[config.mk]
export PLATFORM = sky130hd
export DESIGN_NAME = seq_start_gen
export DESIGN_NICKNAME = d
export VERILOG_FILES = /design/src/rtl/seq_start_gen.sv
export SDC_FILE = /design/constraint.sdc
export NUM_CORES = 1
export LEC_CHECK = 0
export ABC_AREA = 1
export ABC_CLOCK_PERIOD_IN_PS = 4800
export BUFFER_PORTS_ARGS = -buffer_cell sky130_fd_sc_hd__buf_2
export CAP_MARGIN = 30
export CORE_MARGIN = 10
export CORE_UTILIZATION = 51
export CTS_CLUSTER_SIZE = 40
export DETAILED_ROUTE_END_ITERATION = 6
export GPL_TIMING_DRIVEN = 0
export PLACE_DENSITY = 0.74
export SLEW_MARGIN = 20
export SYNTH_ARGS = -nofsm -noshare
export SYNTH_HDL_FRONTEND = slang
export SYNTH_SLANG_ARGS = --single-unit
[constraint.sdc]
create_clock -name BUS_CLK -period 4.8 [get_ports BUS_CLK]
set_input_delay 0.48 -clock BUS_CLK [delete_from_list [all_inputs] [get_ports BUS_CLK]]
set_output_delay 0.48 -clock BUS_CLK [all_outputs]
set_load 0.005 [all_outputs]
[src/rtl/seq_start_gen.sv]
`default_nettype none
// ============================================================================
// Module   : seq_start_gen
// Purpose  : SBUS-mapped start/trigger generator feeding SEQ_EXT_START of the
//            downstream sequencer. Emits programmable start pulses (delay,
//            width, period, repeat count) launched by a software strobe or,
//            optionally, an external trigger edge. Single clock domain.
// Options  : SEQ_START_GEN_EXT_TRIG_EN - adds the external trigger sync and
//            edge-detect path, CONF bits 0/2 and the MISSED counter.
// Ports    : BUS_CLK      in  clock, rising edge
//            BUS_RST      in  asynchronous active-high reset
//            BUS_ADD      in  byte address [ABUSWIDTH]
//            BUS_DATA_IN  in  write data [8]
//            BUS_DATA_OUT out registered read data [8]
//            BUS_RD       in  read strobe
//            BUS_WR       in  write strobe
//            EXT_TRIGGER  in  asynchronous trigger input
//            START_OUT    out start pulse
//            BUSY         out high while a run is in progress
// Revision : 1.0 - initial release
// ============================================================================
module seq_start_gen #(
    parameter int unsigned              ABUSWIDTH = 16,
    parameter logic [ABUSWIDTH-1:0]     BASEADDR  = '0,
    parameter logic [ABUSWIDTH-1:0]     HIGHADDR  = '0
) (
    input  logic                 BUS_CLK,
    input  logic                 BUS_RST,
    input  logic [ABUSWIDTH-1:0] BUS_ADD,
    input  logic [7:0]           BUS_DATA_IN,
    output logic [7:0]           BUS_DATA_OUT,
    input  logic                 BUS_RD,
    input  logic                 BUS_WR,
    input  logic                 EXT_TRIGGER,
    output logic                 START_OUT,
    output logic                 BUSY
);

    localparam logic [1:0] C_ST_IDLE  = 2'd0;
    localparam logic [1:0] C_ST_DELAY = 2'd1;
    localparam logic [1:0] C_ST_PULSE = 2'd2;
    localparam logic [1:0] C_ST_GAP   = 2'd3;

    localparam logic [ABUSWIDTH-1:0] C_SPAN     = HIGHADDR - BASEADDR;
    localparam logic [ABUSWIDTH-1:0] C_NUM_REGS = ABUSWIDTH'(12);
    localparam logic [7:0]           C_VERSION  = 8'd1;
`ifdef SEQ_START_GEN_EXT_TRIG_EN
    localparam logic [2:0]           C_CONF_MASK = 3'b111;
`else
    localparam logic [2:0]           C_CONF_MASK = 3'b010;
`endif

    // ---------------- bus decode ----------------
    logic [ABUSWIDTH-1:0] w_offset;
    logic                 w_hit;
    logic [3:0]           w_sel;
    logic                 w_wr, w_rd, w_soft_rst, w_stop, w_sw_start;

    // Modular subtraction makes one unsigned compare cover both bounds.
    assign w_offset   = BUS_ADD - BASEADDR;
    assign w_hit      = (w_offset <= C_SPAN);
    assign w_sel      = (w_offset < C_NUM_REGS) ? w_offset[3:0] : 4'hF;
    assign w_wr       = BUS_WR & w_hit;
    assign w_rd       = BUS_RD & w_hit;
    assign w_soft_rst = w_wr & (w_sel == 4'd0);
    assign w_sw_start = w_wr & (w_sel == 4'd1) & BUS_DATA_IN[0];
    assign w_stop     = w_wr & (w_sel == 4'd1) & BUS_DATA_IN[1];

    // ---------------- registers ----------------
    logic [2:0]  r_conf;
    logic [15:0] r_delay, r_width, r_period, r_repeat;
    logic        r_done;
    logic [1:0]  r_state, w_state_nxt;
    logic [15:0] r_cnt, w_cnt_nxt, r_pcnt, w_pcnt_nxt;
    logic [15:0] r_sh_weff_m1, r_sh_gap_m1, r_sh_repeat;
    logic        r_sh_inv;
    logic        r_busy, r_start_out, w_start_out_nxt;
    logic [7:0]  r_data_out, w_rd_mux;
    logic        w_ext_edge, w_launch, w_run_done;
    logic [7:0]  w_missed;
    logic [15:0] w_weff, w_gap;

    // A START strobe and an ext edge in the same cycle collapse into one launch.
    assign w_launch = (w_sw_start | w_ext_edge) & (r_state == C_ST_IDLE) & ~w_stop;

    // Gap is P_eff - W_eff, computed without a 17-bit W_eff+1 term.
    assign w_weff = (r_width == 16'd0) ? 16'd1 : r_width;
    assign w_gap  = (r_period > w_weff) ? (r_period - w_weff) : 16'd1;

    always_ff @(posedge BUS_CLK or posedge BUS_RST) begin
        if (BUS_RST) begin
            r_conf   <= 3'd0;
            r_delay  <= 16'd0;
            r_width  <= 16'd1;
            r_period <= 16'd0;
            r_repeat <= 16'd1;
        end else if (w_soft_rst) begin
            r_conf   <= 3'd0;
            r_delay  <= 16'd0;
            r_width  <= 16'd1;
            r_period <= 16'd0;
            r_repeat <= 16'd1;
        end else if (w_wr) begin
            case (w_sel)
                4'd2:    r_conf           <= BUS_DATA_IN[2:0] & C_CONF_MASK;
                4'd3:    r_delay[7:0]     <= BUS_DATA_IN;
                4'd4:    r_delay[15:8]    <= BUS_DATA_IN;
                4'd5:    r_width[7:0]     <= BUS_DATA_IN;
                4'd6:    r_width[15:8]    <= BUS_DATA_IN;
                4'd7:    r_period[7:0]    <= BUS_DATA_IN;
                4'd8:    r_period[15:8]   <= BUS_DATA_IN;
                4'd9:    r_repeat[7:0]    <= BUS_DATA_IN;
                4'd10:   r_repeat[15:8]   <= BUS_DATA_IN;
                default: ;
            endcase
        end
    end

    // ---------------- sequencing FSM ----------------
    // Each timed state lasts (counter load + 1) cycles and exits at zero.
    always_comb begin
        w_state_nxt = r_state;
        w_cnt_nxt   = r_cnt;
        w_pcnt_nxt  = r_pcnt;
        w_run_done  = 1'b0;
        case (r_state)
            C_ST_IDLE: begin
                if (w_launch) begin
                    w_pcnt_nxt = 16'd1;
                    if (r_delay != 16'd0) begin
                        w_state_nxt = C_ST_DELAY;
                        w_cnt_nxt   = r_delay - 16'd1;
                    end else begin
                        w_state_nxt = C_ST_PULSE;
                        w_cnt_nxt   = w_weff - 16'd1;
                    end
                end
            end
            C_ST_DELAY: begin
                if (r_cnt == 16'd0) begin
                    w_state_nxt = C_ST_PULSE;
                    w_cnt_nxt   = r_sh_weff_m1;
                end else begin
                    w_cnt_nxt = r_cnt - 16'd1;
                end
            end
            C_ST_PULSE: begin
                if (r_cnt == 16'd0) begin
                    w_state_nxt = C_ST_GAP;
                    w_cnt_nxt   = r_sh_gap_m1;
                end else begin
                    w_cnt_nxt = r_cnt - 16'd1;
                end
            end
            default: begin
                if (r_cnt != 16'd0) begin
                    w_cnt_nxt = r_cnt - 16'd1;
                end else if (r_sh_repeat == 16'd0) begin
                    w_state_nxt = C_ST_PULSE;
                    w_cnt_nxt   = r_sh_weff_m1;
                end else if (r_pcnt < r_sh_repeat) begin
                    w_state_nxt = C_ST_PULSE;
                    w_cnt_nxt   = r_sh_weff_m1;
                    w_pcnt_nxt  = r_pcnt + 16'd1;
                end else begin
                    w_state_nxt = C_ST_IDLE;
                    w_run_done  = 1'b1;
                end
            end
        endcase
        if (w_stop) begin
            w_state_nxt = C_ST_IDLE;
            w_run_done  = 1'b0;
        end
    end

    // START_OUT follows the current state one edge later; STOP and IDLE use
    // the live INVERT bit so the idle level tracks CONF immediately.
    always_comb begin
        w_start_out_nxt = r_conf[1];
        if (!w_stop && r_state != C_ST_IDLE)
            w_start_out_nxt = (r_state == C_ST_PULSE) ? ~r_sh_inv : r_sh_inv;
    end

    always_ff @(posedge BUS_CLK or posedge BUS_RST) begin
        if (BUS_RST) begin
            r_state      <= C_ST_IDLE;
            r_cnt        <= 16'd0;
            r_pcnt       <= 16'd0;
            r_busy       <= 1'b0;
            r_start_out  <= 1'b0;
            r_done       <= 1'b0;
            r_sh_weff_m1 <= 16'd0;
            r_sh_gap_m1  <= 16'd0;
            r_sh_repeat  <= 16'd1;
            r_sh_inv     <= 1'b0;
        end else if (w_soft_rst) begin
            r_state      <= C_ST_IDLE;
            r_cnt        <= 16'd0;
            r_pcnt       <= 16'd0;
            r_busy       <= 1'b0;
            r_start_out  <= 1'b0;
            r_done       <= 1'b0;
            r_sh_weff_m1 <= 16'd0;
            r_sh_gap_m1  <= 16'd0;
            r_sh_repeat  <= 16'd1;
            r_sh_inv     <= 1'b0;
        end else begin
            r_state     <= w_state_nxt;
            r_cnt       <= w_cnt_nxt;
            r_pcnt      <= w_pcnt_nxt;
            r_busy      <= (w_state_nxt != C_ST_IDLE);
            r_start_out <= w_start_out_nxt;
            if (w_launch) begin
                r_done       <= 1'b0;
                r_sh_weff_m1 <= w_weff - 16'd1;
                r_sh_gap_m1  <= w_gap - 16'd1;
                r_sh_repeat  <= r_repeat;
                r_sh_inv     <= r_conf[1];
            end else if (w_run_done) begin
                r_done <= 1'b1;
            end
        end
    end

    // ---------------- external trigger ----------------
`ifdef SEQ_START_GEN_EXT_TRIG_EN
    logic [2:0] r_ext_sync;
    logic       r_ext_edge;
    logic [7:0] r_missed;
    logic       w_ext_raw;

    // Two sync flops, one history flop, one registered edge: three cycles.
    assign w_ext_raw = r_conf[0] & (r_conf[2] ? (r_ext_sync[2] & ~r_ext_sync[1])
                                              : (~r_ext_sync[2] & r_ext_sync[1]));

    always_ff @(posedge BUS_CLK or posedge BUS_RST) begin
        if (BUS_RST) begin
            r_ext_sync <= 3'd0;
            r_ext_edge <= 1'b0;
            r_missed   <= 8'd0;
        end else if (w_soft_rst) begin
            r_ext_sync <= {r_ext_sync[1:0], EXT_TRIGGER};
            r_ext_edge <= 1'b0;
            r_missed   <= 8'd0;
        end else begin
            r_ext_sync <= {r_ext_sync[1:0], EXT_TRIGGER};
            r_ext_edge <= w_ext_raw;
            if (r_ext_edge && r_state != C_ST_IDLE && r_missed != 8'hFF)
                r_missed <= r_missed + 8'd1;
        end
    end

    assign w_ext_edge = r_ext_edge;
    assign w_missed   = r_missed;
`else
    logic w_unused_ext;
    assign w_unused_ext = EXT_TRIGGER;
    assign w_ext_edge   = 1'b0;
    assign w_missed     = 8'h00;
`endif

    // ---------------- read path ----------------
    always_comb begin
        w_rd_mux = 8'h00;
        case (w_sel)
            4'd0:    w_rd_mux = C_VERSION;
            4'd1:    w_rd_mux = {6'd0, r_done, ~r_busy};
            4'd2:    w_rd_mux = {5'd0, r_conf};
            4'd3:    w_rd_mux = r_delay[7:0];
            4'd4:    w_rd_mux = r_delay[15:8];
            4'd5:    w_rd_mux = r_width[7:0];
            4'd6:    w_rd_mux = r_width[15:8];
            4'd7:    w_rd_mux = r_period[7:0];
            4'd8:    w_rd_mux = r_period[15:8];
            4'd9:    w_rd_mux = r_repeat[7:0];
            4'd10:   w_rd_mux = r_repeat[15:8];
            4'd11:   w_rd_mux = w_missed;
            default: w_rd_mux = 8'h00;
        endcase
    end

    always_ff @(posedge BUS_CLK or posedge BUS_RST) begin
        if (BUS_RST)
            r_data_out <= 8'h00;
        else
            r_data_out <= w_rd ? w_rd_mux : 8'h00;
    end

    assign BUS_DATA_OUT = r_data_out;
    assign START_OUT    = r_start_out;
    assign BUSY         = r_busy;

endmodule
`default_nettype wire

==> impl_metrics.tcl <==
set metrics [dict create \
    grt_first_pass_wirelength_mm 29.31 \
    outcome "finished clean" \
    finalMaxSlewViolations 0 \
    route.final.wire_length_mm 17.11 \
    critical_path_peak_fanout 7 \
    hold_vio_cnt_final 0 \
    power.sequential.fraction_pct 45.0 \
    drt-wirelength-per-cell_um 14.10 \
    grt.overflow.total 0 \
    die-width_um 138.1 \
    r2r-start "r_width[9]" \
    cts_inserted_buffers 17 \
    asyncSetResetFlopFracSynth_pct 100.0 \
    via_per_inst 5.064 \
    synth_edf_count 0 \
    power.clock.fraction_pct 53.4 \
    finalWorstSetupSlack_ns 2.097 \
    place.detailed.hpwl_mm 12.42 \
    vias 6143 \
    route.detailed.drc 0 \
    setup_repair_after_global_routing_missed_its_margin "no" \
    hold_path.class "input port to async pin" \
    timing.critical_path.from_type "flip-flop" \
    cp.required_ns 5.11 \
    fin_crit_ns 2.703 \
    die_h_um 138.1 \
    cts_tree "yes" \
    dp_slack_ns 2.191 \
    powerDensity_nw_per_um2 291.7 \
    total_cell_area_at_the_placement_stage_um2 7543 \
    netSwitchingFraction_pct 21.24 \
    synthesis.area_per_instance_um2 7.376 \
    nets 1073 \
    max_slew_margin_pct 55.18 \
    synthToLayoutAreaGrowth_pct 14.11 \
    initial_utilization_pct 51.68 \
    p_total_mw 2.369 \
    drt_pass1_iterations 5 \
    grtUsageTotal_pct 18.32 \
    postCtsResizedCells 0 \
    path_clk_slew_ns 0.06 \
    design.core.area_um2 13770 \
    post_cts.repair.setup_buffers 0 \
    finish.utilization_pct 58.98 \
    core.rowCount 43 \
    top_level_ports 39 \
    dominantRegCellSynth "sky130_fd_sc_hd__dfrtp_1" \
    insertedDiodeCount 0 \
    layoutNonFillerInstCount 1213 \
    placedCellCount 1181 \
    synth.ff_latch_count 126 \
    power_report.internal_total_mw 1.866 \
    cts_hold_buf 0 \
    synth.yosys.seq_area_share_pct 44.33 \
    drt_iter0_drc 441 \
    cp-end-kind "flip-flop" \
    yosys_warnings 0 \
    gpl.final_weighted_congestion 0.9066 \
    cts_htree_levels 4 \
    p_sw_mw 0.5033 \
    grt_max_degree 76 \
    pwr-share-comb_pct 1.5 \
    fmaxAchievable_mhz 369.9 \
    post_synth_instance_area_um2 7118 \
    die_area_um2 19080 \
    cell_count_after_synthesis 965 \
    antenna_found_initial 0 \
    clock-root-buffer "sky130_fd_sc_hd__clkbuf_16" \
    drive_gt1_share_pct 9.584 \
    yosysUniqueCellTypes 38 \
    buffer_ports.inserted 29 \
    clk_latency_ns 0.42 \
    finalSetupViolCount 0 \
    worstSetupStartpoint "r_width[9]" \
    ir_worst_vdd_mv 0.2982 \
    final_cycle_utilization_of_the_critical_path_pct 56.32 \
    fin_area_um2 8123 \
    clock-skew-final_ns 0.008444 \
    leakage_nw 4.775 \
    clock_sink_count 126 \
    cp_data_arrival_time_ns 3.01 \
    clock_tree.buffer_depth 2 \
    max_cap_violations 0 \
    path_class "flip-flop to flip-flop" \
    final_antenna_net_count 0 \
    worst_pin_slew_ns 0.6723 \
    first_global_vias 5989 \
]
## area by class of cell
| cell class | instances | area, um2 |
|---|---|---|
| buffer | 27 | 121.4 |
| timing repair buffer | 30 | 172.7 |
| inverter | 168 | 635.6 |
| clock inverter | 10 | 115.1 |
| tap | 180 | 225.2 |
| fill | 1336 | 5650 |
| sequential | 126 | 3156 |
| clock buffer | 22 | 464.2 |
| multi-input combinational | 650 | 3233 |
## worst max-delay path: stages (launching register included)
cell	delay [ns]
sky130_fd_sc_hd__dfrtp_1	0.43
sky130_fd_sc_hd__nor2_1	0.24
sky130_fd_sc_hd__nand2_1	0.12
sky130_fd_sc_hd__nor2_1	0.24
sky130_fd_sc_hd__nand3_2	0.20
sky130_fd_sc_hd__nand2_1	0.10
sky130_fd_sc_hd__inv_1	0.05
sky130_fd_sc_hd__ha_1	0.21
sky130_fd_sc_hd__nand3_1	0.15
sky130_fd_sc_hd__nor2_1	0.10
sky130_fd_sc_hd__nand2_1	0.08
sky130_fd_sc_hd__xor2_1	0.16
sky130_fd_sc_hd__nand2_1	0.07
sky130_fd_sc_hd__nand3_1	0.16
sky130_fd_sc_hd__nand2_1	0.07
sky130_fd_sc_hd__nand2_1	0.06
sky130_fd_sc_hd__nand2_1	0.06
sky130_fd_sc_hd__nand2_1	0.05
sky130_fd_sc_hd__nand2_1	0.04
## power by group through the flow
stage	clock [mW]	combinational, mW	sequential [mW]
after floorplan	0	0.0181	1.09
after global placement	0	0.0350	1.09
after detailed placement	0	0.0387	1.09
after CTS	1.28	0.0387	1.07
after global routing	1.33	0.0431	1.07
final	1.27	0.0365	1.07
## cell families (layout without fill, tap and decap cells)
group,count (synthesis),in the layout,synth area share (%)
other,1,7,0.05268
adders and majority gates,24,24,4.219
and+or+nand+nor,484,484,28.99
buffers and inverters,195,257,10.56
AOI/OAI and AO/OA,100,100,7.541
xor gates and xnor gates,35,35,4.307
DFF,126,126,44.33
## through the flow
step / hold WS (ns) / TNS (ns)
floorplan: 0.4287 / 0
global placement: 0.4435 / -55.74
detailed placement: 0.4472 / 0
CTS: 0.1979 / 0
global route: 0.2343 / 0
finish: 0.1766 / 0
## sequential cells by signal, summed over array words and instances, names as in the netlist
register      cells
BUS_DATA_OUT      8
r_pcnt           16
r_sh_gap_m1      16
BUSY              1
r_cnt            16
r_sh_repeat      16
r_state           2
r_width          16
r_sh_weff_m1     16
START_OUT         1
r_conf            1
r_sh_inv          1
r_delay          16
## cell usage after synthesis (3+ instances only)
| cell | number | area, um2 |
|---|---|---|
| sky130_fd_sc_hd__o211ai_1 | 9 | 67.56 |
| sky130_fd_sc_hd__o21ai_1 | 22 | 110.1 |
| sky130_fd_sc_hd__a21oi_1 | 15 | 75.07 |
| sky130_fd_sc_hd__ha_1 | 24 | 300.3 |
| sky130_fd_sc_hd__nand3_2 | 3 | 30.03 |
| sky130_fd_sc_hd__nand2_2 | 4 | 25.02 |
| sky130_fd_sc_hd__clkbuf_1 | 18 | 67.56 |
| sky130_fd_sc_hd__nor2_2 | 5 | 31.28 |
| sky130_fd_sc_hd__nor2_1 | 90 | 337.8 |
| sky130_fd_sc_hd__nand2_1 | 276 | 1036 |
| sky130_fd_sc_hd__nand3_1 | 55 | 275.3 |
| sky130_fd_sc_hd__nand4_1 | 20 | 125.1 |
| sky130_fd_sc_hd__xnor2_1 | 8 | 70.07 |
| sky130_fd_sc_hd__buf_2 | 6 | 30.03 |
| sky130_fd_sc_hd__or2_2 | 11 | 68.82 |
| sky130_fd_sc_hd__o21ai_0 | 49 | 245.2 |
| sky130_fd_sc_hd__nor3_1 | 10 | 50.05 |
| sky130_fd_sc_hd__dfrtp_1 | 124 | 3103 |
| sky130_fd_sc_hd__xor2_1 | 27 | 236.5 |
| sky130_fd_sc_hd__inv_1 | 165 | 619.3 |
## layer usage
metal / global-route usage (%) / up-vias / share of wire (%)
li1: - / 3100 / -
met1: 23.58 / 2871 / 45
met2: 29.79 / 148 / 49
met3: 4.178 / 24 / 5.1
met4: 5.882 / 0 / 1.5
met5: 0 / - / 0
## final timing paths
| check | end | depth (start not counted) | slack [ns] |
|---|---|---|---|
| min in group BUS_CLK | BUS_DATA_OUT[0] | 2 | 0.30 |
| max in group asynchronous | r_width[0] | 3 | 3.92 |
| max | r_cnt[10] | 18 | 2.10 |
| min reg2reg | r_sh_weff_m1[11] | 2 | 0.46 |
| max reg2reg | r_cnt[10] | 18 | 2.10 |
| min | r_width[6] | 2 | 0.18 |
## cells in the final DEF, fill, tap and decap left out, types with 3 or more instances in the layout
cell / synthesis / routed
sky130_fd_sc_hd__clkbuf_16: 0 / 17
sky130_fd_sc_hd__nor3_1: 10 / 10
sky130_fd_sc_hd__xor2_1: 27 / 27
sky130_fd_sc_hd__o211ai_1: 9 / 9
sky130_fd_sc_hd__clkinv_2: 0 / 3
sky130_fd_sc_hd__nor2_1: 90 / 90
sky130_fd_sc_hd__nand3_1: 55 / 55
sky130_fd_sc_hd__nor2_2: 5 / 5
sky130_fd_sc_hd__nand4_1: 20 / 20
sky130_fd_sc_hd__clkinvlp_4: 0 / 3
sky130_fd_sc_hd__or2_2: 11 / 11
sky130_fd_sc_hd__conb_1: 1 / 7
sky130_fd_sc_hd__a21oi_1: 15 / 15
sky130_fd_sc_hd__buf_2: 6 / 35
sky130_fd_sc_hd__nand2_1: 276 / 276
sky130_fd_sc_hd__inv_1: 165 / 164
sky130_fd_sc_hd__nand3_2: 3 / 3
sky130_fd_sc_hd__clkbuf_1: 18 / 21
sky130_fd_sc_hd__o21ai_0: 49 / 49
sky130_fd_sc_hd__o21ai_1: 22 / 22
sky130_fd_sc_hd__xnor2_1: 8 / 8
sky130_fd_sc_hd__ha_1: 24 / 24
sky130_fd_sc_hd__dfrtp_1: 124 / 124
sky130_fd_sc_hd__nand2_2: 4 / 4
No activity file was read; power rests on OpenSTA's default activity.
